===== src/rtl/wb_arbiter_2m_pkg.sv =====
// Shared definitions for the two-master Wishbone arbiter: FSM states,
// grant encodings, default bus widths and the arbitration decision.
// Imported by wb_arbiter_2m and its watchdog sub-module.
package wb_arbiter_2m_pkg;

  localparam int WB_ADDR_W = 32;
  localparam int WB_DATA_W = 32;

  // One-hot owner indication presented on gnt_o.
  localparam logic [1:0] GNT_NONE = 2'b00;
  localparam logic [1:0] GNT_M0   = 2'b01;
  localparam logic [1:0] GNT_M1   = 2'b10;

  typedef enum logic [2:0] {
    ST_IDLE   = 3'd0,
    ST_OWN0   = 3'd1,
    ST_OWN1   = 3'd2,
    ST_ABORT0 = 3'd3,
    ST_ABORT1 = 3'd4
  } arb_state_t;

  // Choose the next owner from the request lines. last_grant = 1 means m1
  // was served last, so m0 wins a tie (and vice versa).
  function automatic arb_state_t pick_owner(input logic c0, input logic c1,
                                            input logic last_grant);
    if (c0 && c1) return last_grant ? ST_OWN0 : ST_OWN1;
    if (c0)       return ST_OWN0;
    if (c1)       return ST_OWN1;
    return ST_IDLE;
  endfunction

  // Grant vector implied by a state; aborted owners keep their grant.
  function automatic logic [1:0] gnt_of(input arb_state_t st);
    case (st)
      ST_OWN0, ST_ABORT0: return GNT_M0;
      ST_OWN1, ST_ABORT1: return GNT_M1;
      default:            return GNT_NONE;
    endcase
  endfunction

endpackage


===== src/rtl/wb_timeout_cnt.sv =====
// Watchdog counter: counts unacknowledged strobe cycles, flags the threshold.
// Latency: expired is combinational from the count and enable (registered by the user).
// Backpressure: none; clear has priority, count saturates and never wraps.
module wb_timeout_cnt #(
  parameter int TIMEOUT_CYCLES = 1024
) (
  input  logic clk,
  input  logic rst_n,
  input  logic clr,
  input  logic en,
  output logic expired
);

  localparam int CW = $clog2(TIMEOUT_CYCLES) + 1;
  localparam logic [CW-1:0] THRESH  = CW'(TIMEOUT_CYCLES - 1);
  localparam logic [CW-1:0] CNT_MAX = {CW{1'b1}};

  logic [CW-1:0] cnt;

  // Count waiting cycles; clear wins, saturate at all-ones.
  always_ff @(posedge clk or negedge rst_n) begin
    if (!rst_n) begin
      cnt <= '0;
    end else if (clr) begin
      cnt <= '0;
    end else if (en && (cnt != CNT_MAX)) begin
      cnt <= cnt + CW'(1);
    end
  end

  // Threshold reached on a cycle that is still waiting for an ack.
  assign expired = en && (cnt >= THRESH);

endmodule


===== src/rtl/wb_arbiter_2m.sv =====
// Two-master Wishbone classic arbiter with round-robin ties and an ack watchdog.
// Latency: grant 1 cycle after cyc in IDLE; addr/data/ack muxed combinationally once owned.
// Backpressure: owner holds the bus for its whole cyc span; the loser waits with cyc high.
module wb_arbiter_2m
  import wb_arbiter_2m_pkg::*;
#(
  parameter int ADDR_W         = WB_ADDR_W,
  parameter int DATA_W         = WB_DATA_W,
  parameter int TIMEOUT_CYCLES = 1024
) (
  input  logic              sys_clk,
  input  logic              sys_rst_n,
  input  logic [ADDR_W-1:0] m0_addr_i,
  input  logic              m0_we_i,
  input  logic [DATA_W-1:0] m0_data_i,
  input  logic              m0_cyc_i,
  input  logic              m0_stb_i,
  output logic [DATA_W-1:0] m0_data_o,
  output logic              m0_ack_o,
  output logic              m0_err_o,
  input  logic [ADDR_W-1:0] m1_addr_i,
  input  logic              m1_we_i,
  input  logic [DATA_W-1:0] m1_data_i,
  input  logic              m1_cyc_i,
  input  logic              m1_stb_i,
  output logic [DATA_W-1:0] m1_data_o,
  output logic              m1_ack_o,
  output logic              m1_err_o,
  output logic [ADDR_W-1:0] s_addr_o,
  output logic              s_we_o,
  output logic [DATA_W-1:0] s_data_o,
  output logic              s_cyc_o,
  output logic              s_stb_o,
  input  logic [DATA_W-1:0] s_data_i,
  input  logic              s_ack_i,
  output logic [1:0]        gnt_o
);

  arb_state_t state;
  logic       last_grant;
  logic [1:0] gnt_q;
  logic       m0_err_q;
  logic       m1_err_q;

  logic       own0;
  logic       own1;
  logic       owner_cyc;
  logic       cnt_clr;
  logic       cnt_en;
  logic       expired;
  arb_state_t next_owner;

  assign own0      = (state == ST_OWN0);
  assign own1      = (state == ST_OWN1);
  assign owner_cyc = own0 ? m0_cyc_i : m1_cyc_i;

  // The releasing master has cyc low, so the same decision serves both
  // IDLE arbitration and same-cycle handover.
  assign next_owner = pick_owner(m0_cyc_i, m1_cyc_i, last_grant);

  // Watchdog restarts outside an active ownership, on every ack and on release,
  // so a fresh owner always starts from zero.
  assign cnt_clr = !(own0 || own1) || s_ack_i || !owner_cyc;
  assign cnt_en  = s_stb_o && !s_ack_i;

  wb_timeout_cnt #(
    .TIMEOUT_CYCLES(TIMEOUT_CYCLES)
  ) u_timeout (
    .clk    (sys_clk),
    .rst_n  (sys_rst_n),
    .clr    (cnt_clr),
    .en     (cnt_en),
    .expired(expired)
  );

  // Slave-side mux: only a live owner drives the slave; IDLE/ABORT force zeros.
  always_comb begin
    s_addr_o = '0;
    s_we_o   = 1'b0;
    s_data_o = '0;
    s_cyc_o  = 1'b0;
    s_stb_o  = 1'b0;
    if (own0) begin
      s_addr_o = m0_addr_i;
      s_we_o   = m0_we_i;
      s_data_o = m0_data_i;
      s_cyc_o  = m0_cyc_i;
      s_stb_o  = m0_stb_i;
    end else if (own1) begin
      s_addr_o = m1_addr_i;
      s_we_o   = m1_we_i;
      s_data_o = m1_data_i;
      s_cyc_o  = m1_cyc_i;
      s_stb_o  = m1_stb_i;
    end
  end

  assign m0_data_o = s_data_i;
  assign m1_data_o = s_data_i;
  assign m0_ack_o  = own0 && s_ack_i;
  assign m1_ack_o  = own1 && s_ack_i;
  assign m0_err_o  = m0_err_q;
  assign m1_err_o  = m1_err_q;
  assign gnt_o     = gnt_q;

  // Arbiter FSM with registered grant and one-cycle error pulses.
  always_ff @(posedge sys_clk or negedge sys_rst_n) begin
    if (!sys_rst_n) begin
      state      <= ST_IDLE;
      last_grant <= 1'b1;
      gnt_q      <= GNT_NONE;
      m0_err_q   <= 1'b0;
      m1_err_q   <= 1'b0;
    end else begin
      m0_err_q <= 1'b0;
      m1_err_q <= 1'b0;
      case (state)
        ST_IDLE: begin
          state <= next_owner;
          gnt_q <= gnt_of(next_owner);
        end
        ST_OWN0, ST_ABORT0: begin
          if (!m0_cyc_i) begin
            last_grant <= 1'b0;
            state      <= next_owner;
            gnt_q      <= gnt_of(next_owner);
          end else if ((state == ST_OWN0) && expired) begin
            state    <= ST_ABORT0;
            m0_err_q <= 1'b1;
          end
        end
        ST_OWN1, ST_ABORT1: begin
          if (!m1_cyc_i) begin
            last_grant <= 1'b1;
            state      <= next_owner;
            gnt_q      <= gnt_of(next_owner);
          end else if ((state == ST_OWN1) && expired) begin
            state    <= ST_ABORT1;
            m1_err_q <= 1'b1;
          end
        end
        default: begin
          state <= ST_IDLE;
          gnt_q <= GNT_NONE;
        end
      endcase
    end
  end

endmodule


===== config.mk =====
export PLATFORM = sky130hd
export DESIGN_NAME = wb_arbiter_2m
export DESIGN_NICKNAME = d
export VERILOG_FILES = /design/src/rtl/wb_arbiter_2m_pkg.sv /design/src/rtl/wb_timeout_cnt.sv /design/src/rtl/wb_arbiter_2m.sv
export SDC_FILE = /design/constraint.sdc
export NUM_CORES = 1
export LEC_CHECK = 0
export CAP_MARGIN = 5
export CORE_AREA = 2 2 118 120
export DETAILED_ROUTE_END_ITERATION = 6
export DIE_AREA = 0 0 120 122
export SYNTH_ARGS = -nofsm -noshare
export SYNTH_HDL_FRONTEND = slang
export SYNTH_SLANG_ARGS = --single-unit
export TNS_END_PERCENT = 20

===== constraint.sdc =====
create_clock -name sys_clk -period 1.8 [get_ports sys_clk]
set_input_delay 0.36 -clock sys_clk [delete_from_list [all_inputs] [get_ports sys_clk]]
set_output_delay 0.36 -clock sys_clk [all_outputs]
set_load 0.05 [all_outputs]

==> results.md <==
Power and ir drop:
- The worst IR drop on VDD is around 630 uV.
- Dividing total power by cell area gives a power density of 1290 mW/mm^2.
- In this run the static leakage power is 2.44 nW.
- The overall power is ~7.6 mW.

Global route:
- The number of antenna violations at the first check in global routing is 0.
- The pin count of the biggest net entering global routing is 26.
- The global route total overflow is 0.
- For this run, the total global-route usage over all layers was measured as roughly 15%.
- The wire length of the first global-routing pass is about 16000 um.
- The number of global-route vias before repair is 2812.

Timing:
- Setup repair after global routing could not meet its margin everywhere.
- The number of endpoints failing setup at the final stage is 78.
- Once routing completed, OpenROAD measured the worst setup slack at -0.175 ns.
- The final worst clock skew is 0.00326 ns.
- The final-report hold violation count is 0.
- The maximum clock frequency is ~510 MHz.
- The worst pin sits at a relative slew slack of between 70% and 80%.
- For the finished layout, the period the worst path requires is between 1.5 and 2 ns.
- The final-report max-slew violation count was 0.
- The slew at the pin with the worst max-slew slack is 0.360 ns.
- The final cycle utilization of the critical path is 110%.

Setup path:
- Together, buffers and inverters on the worst path number 3.
- The launching element type of the critical path is a flip-flop.
- The capturing element type of the critical path is a primary output.
- The data arrival time at the worst-slack endpoint is 1.62 ns.
- The data required time of the critical path is between 1 and 1.5 ns.
- The endpoint identified for the worst register-to-register timing path is u_timeout.cnt[4]$_DFFE_PN0P_.
- The largest single stage delay on the critical path is 0.44 ns.
- The critical path runs through a total of 5 cells.
- The cell with the most instances on the worst path is buf_12.
- The critical path goes through nor3b_4 -> buf_12 -> clkbuf_16 -> a22o_2 -> buf_12.
- The slowest stage of the critical path is the dfrtp_2 cell.
- The internal reg-to-reg setup slack is -0.11 ns.
- Along the worst path, the maximum fanout reaches 9.
- The type of the worst setup path is flip-flop to primary output.
- The number of cells on the worst reg-to-reg path is 7.
- In this run the critical register-to-register path is launched from state[0]$_DFFE_PN0P_.
- Broken down by cell family, the worst path's largest delay share belongs to buffers and inverters.

Yosys:
- The fraction of synthesis flops using an asynchronous set or reset pin is 100%.
- The cell count after synthesis came out at roughly 260.
- Among all flip-flop cells after synthesis, the most frequent one is dfrtp_1.
- A synthesized cell averages 8.51 um^2.
- The unique cell type count in the Yosys netlist is 47.
- The number of enable-type register cells in the synthesized netlist is 0.
- After synthesis, flip-flops and latches occupy 21.3% of the total area.
- During synthesis, Yosys emitted a total of 0 warnings.
- The total nets after synthesis is 433.
- The mapped netlist covers 0.00224 mm^2.
- In this run, synthesis produced a sequential element count of 19.

Cells and area:
- The commonest non-fill, non-tap cell in the layout is clkdlybuf4s50_1.
- The library cells used most frequently in the layout, excluding fill and tap cells, are 136 x clkdlybuf4s50_1, 75 x buf_12, 47 x a22o_4.
- Relative to the synthesized area, the layout overhead comes to 163%.
- The number of inserted filler cells in the final layout is ~1200.
- The post-route netlist has 50.2% of its cells at a drive strength greater than 1.
- At the end of the flow, the number of nets in the layout was 611.
- The area of all placed cells without fillers is approximately 0.0059 mm^2.
- The diode insertion count for antenna repair is 0.

CTS:
- Hold repair after CTS inserted 0 buffers.
- The CTS tree is built.
- CTS placed an instance of clkbuf_16 at the clock tree root.
- The total clock sinks is 19.
- The number of clock buffers added by TritonCTS is 3.
- The clock network latency to the later pin of the worst-skew pair is ~0.25 ns.
- The number of buffers on the longest clock path is 2.
- CTS built an H-tree with a depth of 1.
- The register clock-pin slew on the reported worst setup and hold paths is about 0.050 ns.

Detailed routing:
- After the first detailed-routing iteration, the DRC count stood at 64.
- The count of nets left with antenna violations once routing finished came out at 0.
- The number of DRC violations after detailed routing is 0.
- In the final routed layout, each cell accounts on average for about 21 um.
- In the routed layout, each cell is associated on average with a via count of 4.53.
- The total via count in the routed design is 2809.
- The first detailed-routing pass ran for 4 iterations.
- After detailed routing, the total wire length is 12900 um.

Run status:
- The run finished, with violations left.
- The checks that failed: setup timing.

Die:
- The starting utilization of the core area is 16.6%.
- The die span in x is 120 um.
- The area of the core is 0.0135 mm^2.
- The I/O pin count is 306.
- The total number of placement rows is 43.
- From bottom edge to top edge, the die measures about 120 um.
- The die area is 0.0146 mm^2.

Placement:
- The final weighted congestion of routability-driven global placement is 0.828.
- Summing all placed instances gives a cell area of 0.00508 mm^2.
- Detailed placement finished with a half-perimeter wire length of 9140 um.
- Input and output buffers added on the ports amount to 209.

Run:
- The tool flagged a number of max-cap violations equal to 0.

Hold path:
- The min-delay analysis places its worst path in the category input pin to async pin.
[worst max path at each step]
stage	startpoint	endpoint
5_1_grt	state[0]$_DFFE_PN0P_	s_data_o[7]
4_1_cts	state[2]$_DFFE_PN0P_	s_addr_o[31]
3_3_place_gp	m0_stb_i	u_timeout.cnt[3]$_DFFE_PN0P_
2_1_floorplan	state[0]$_DFFE_PN0P_	m0_ack_o
3_5_place_dp	m0_stb_i	u_timeout.cnt[5]$_DFFE_PN0P_
6_report	state[2]$_DFFE_PN0P_	s_data_o[27]
[flip-flops by register name, indices dropped and copies added, names as in the netlist]
| name | count |
|---|---|
| last_grant | 1 |
| m1_err_o | 1 |
| u_timeout.cnt | 11 |
| gnt_o | 2 |
| m0_err_o | 1 |
| state | 3 |
[metal layers]
| layer | vias up | global-route usage, % | share of wire [%] |
|---|---|---|---|
| met5 | - | 0 | 0 |
| met4 | 0 | 1.47 | 0.79 |
| met3 | 16 | 2.06 | 4.9 |
| met2 | 133 | 27.9 | 57 |
| met1 | 1351 | 18.2 | 38 |
| li1 | 1309 | - | - |
[cell usage after synthesis (all sizes together), types with 2 or more instances]
library cell | n | area (um^2)
o31ai | 5 | 37.5
inv | 5 | 18.8
a22o | 66 | 578
a21o | 3 | 23.8
dfrtp | 18 | 450
clkbuf | 9 | 33.8
and4 | 3 | 28.8
a211oi | 3 | 22.5
a21oi | 12 | 60.1
nor2 | 3 | 11.3
nand3 | 6 | 30.0
and2 | 4 | 25.0
or3 | 2 | 13.8
nor3 | 2 | 15.0
o21ai | 9 | 45.0
nand2 | 6 | 22.5
and3b | 2 | 17.5
buf | 76 | 549
or4 | 6 | 45.0
nand2b | 2 | 12.5
nand3b | 3 | 22.5
[layout make-up]
| type | instances | area, um^2 | area share [%] |
|---|---|---|---|
| Sequential cell | 19 | 479 | 8.14 |
| Clock inverter | 1 | 5.00 | 0.0850 |
| Clock buffer | 3 | 75.1 | 1.27 |
| Tap cell | 180 | 225 | 3.82 |
| Timing Repair Buffer | 258 | 3390 | 57.6 |
| Inverter | 5 | 18.8 | 0.319 |
| Multi-Input combinational cell | 154 | 1690 | 28.7 |
[report_power, final]
part / total [mW] / leakage (nW) / internal (mW) / switching, mW
Clock: 0.460 / 0.0409 / 0.298 / 0.162
Combinational: 6.60 / 2.14 / 3.37 / 3.23
Sequential: 0.520 / 0.253 / 0.479 / 0.0415
[worst reg2reg max path: cells and delay by family, from the launching register on]
kind | cells | cell delay, ns
flip-flops | 1 | 0.42
buffers and inverters | 3 | 0.44
AND/OR/NAND/NOR | 2 | 0.77
AO/OA/AOI/OAI | 2 | 0.21
[timing repair]
item | in CTS | in global routing
pin swaps | 12 | 24
resized for setup | 33 | 41
setup endpoints to repair | 73 | 81
buffers inserted | 6 | 4
gates cloned | 3 | 10
[cells by family (layout without fill, tap and decap cells)]
group           Yosys count  after routing  synth area share (%)
compound gates          108            108                  38.1
buf+inv                  90            267                  26.9
simple gates             44             44                  12.7
flops                    19             19                  21.3
fa+ha+maj                 1              1                 0.559
mux                       1              1                 0.447
[metrics by stage]
stage / hold WS (ns) / TNS [ns] / instances / worst slack [ns] / util (%)
after floorplan: 0.0644 / -1.93 / 263 / -0.0857 / -
after global placement: 0.469 / -1.54 / 594 / -0.182 / 37.6
after detailed placement: 0.484 / -2.27 / 594 / -0.239 / 37.6
after CTS: 0.460 / -13.82 / 607 / -0.242 / 40.4
after global routing: 0.494 / -15.41 / 620 / -0.238 / 43.6
final: 0.448 / -10.26 / 620 / -0.175 / 43.6
(Power assumes the default switching activity.)
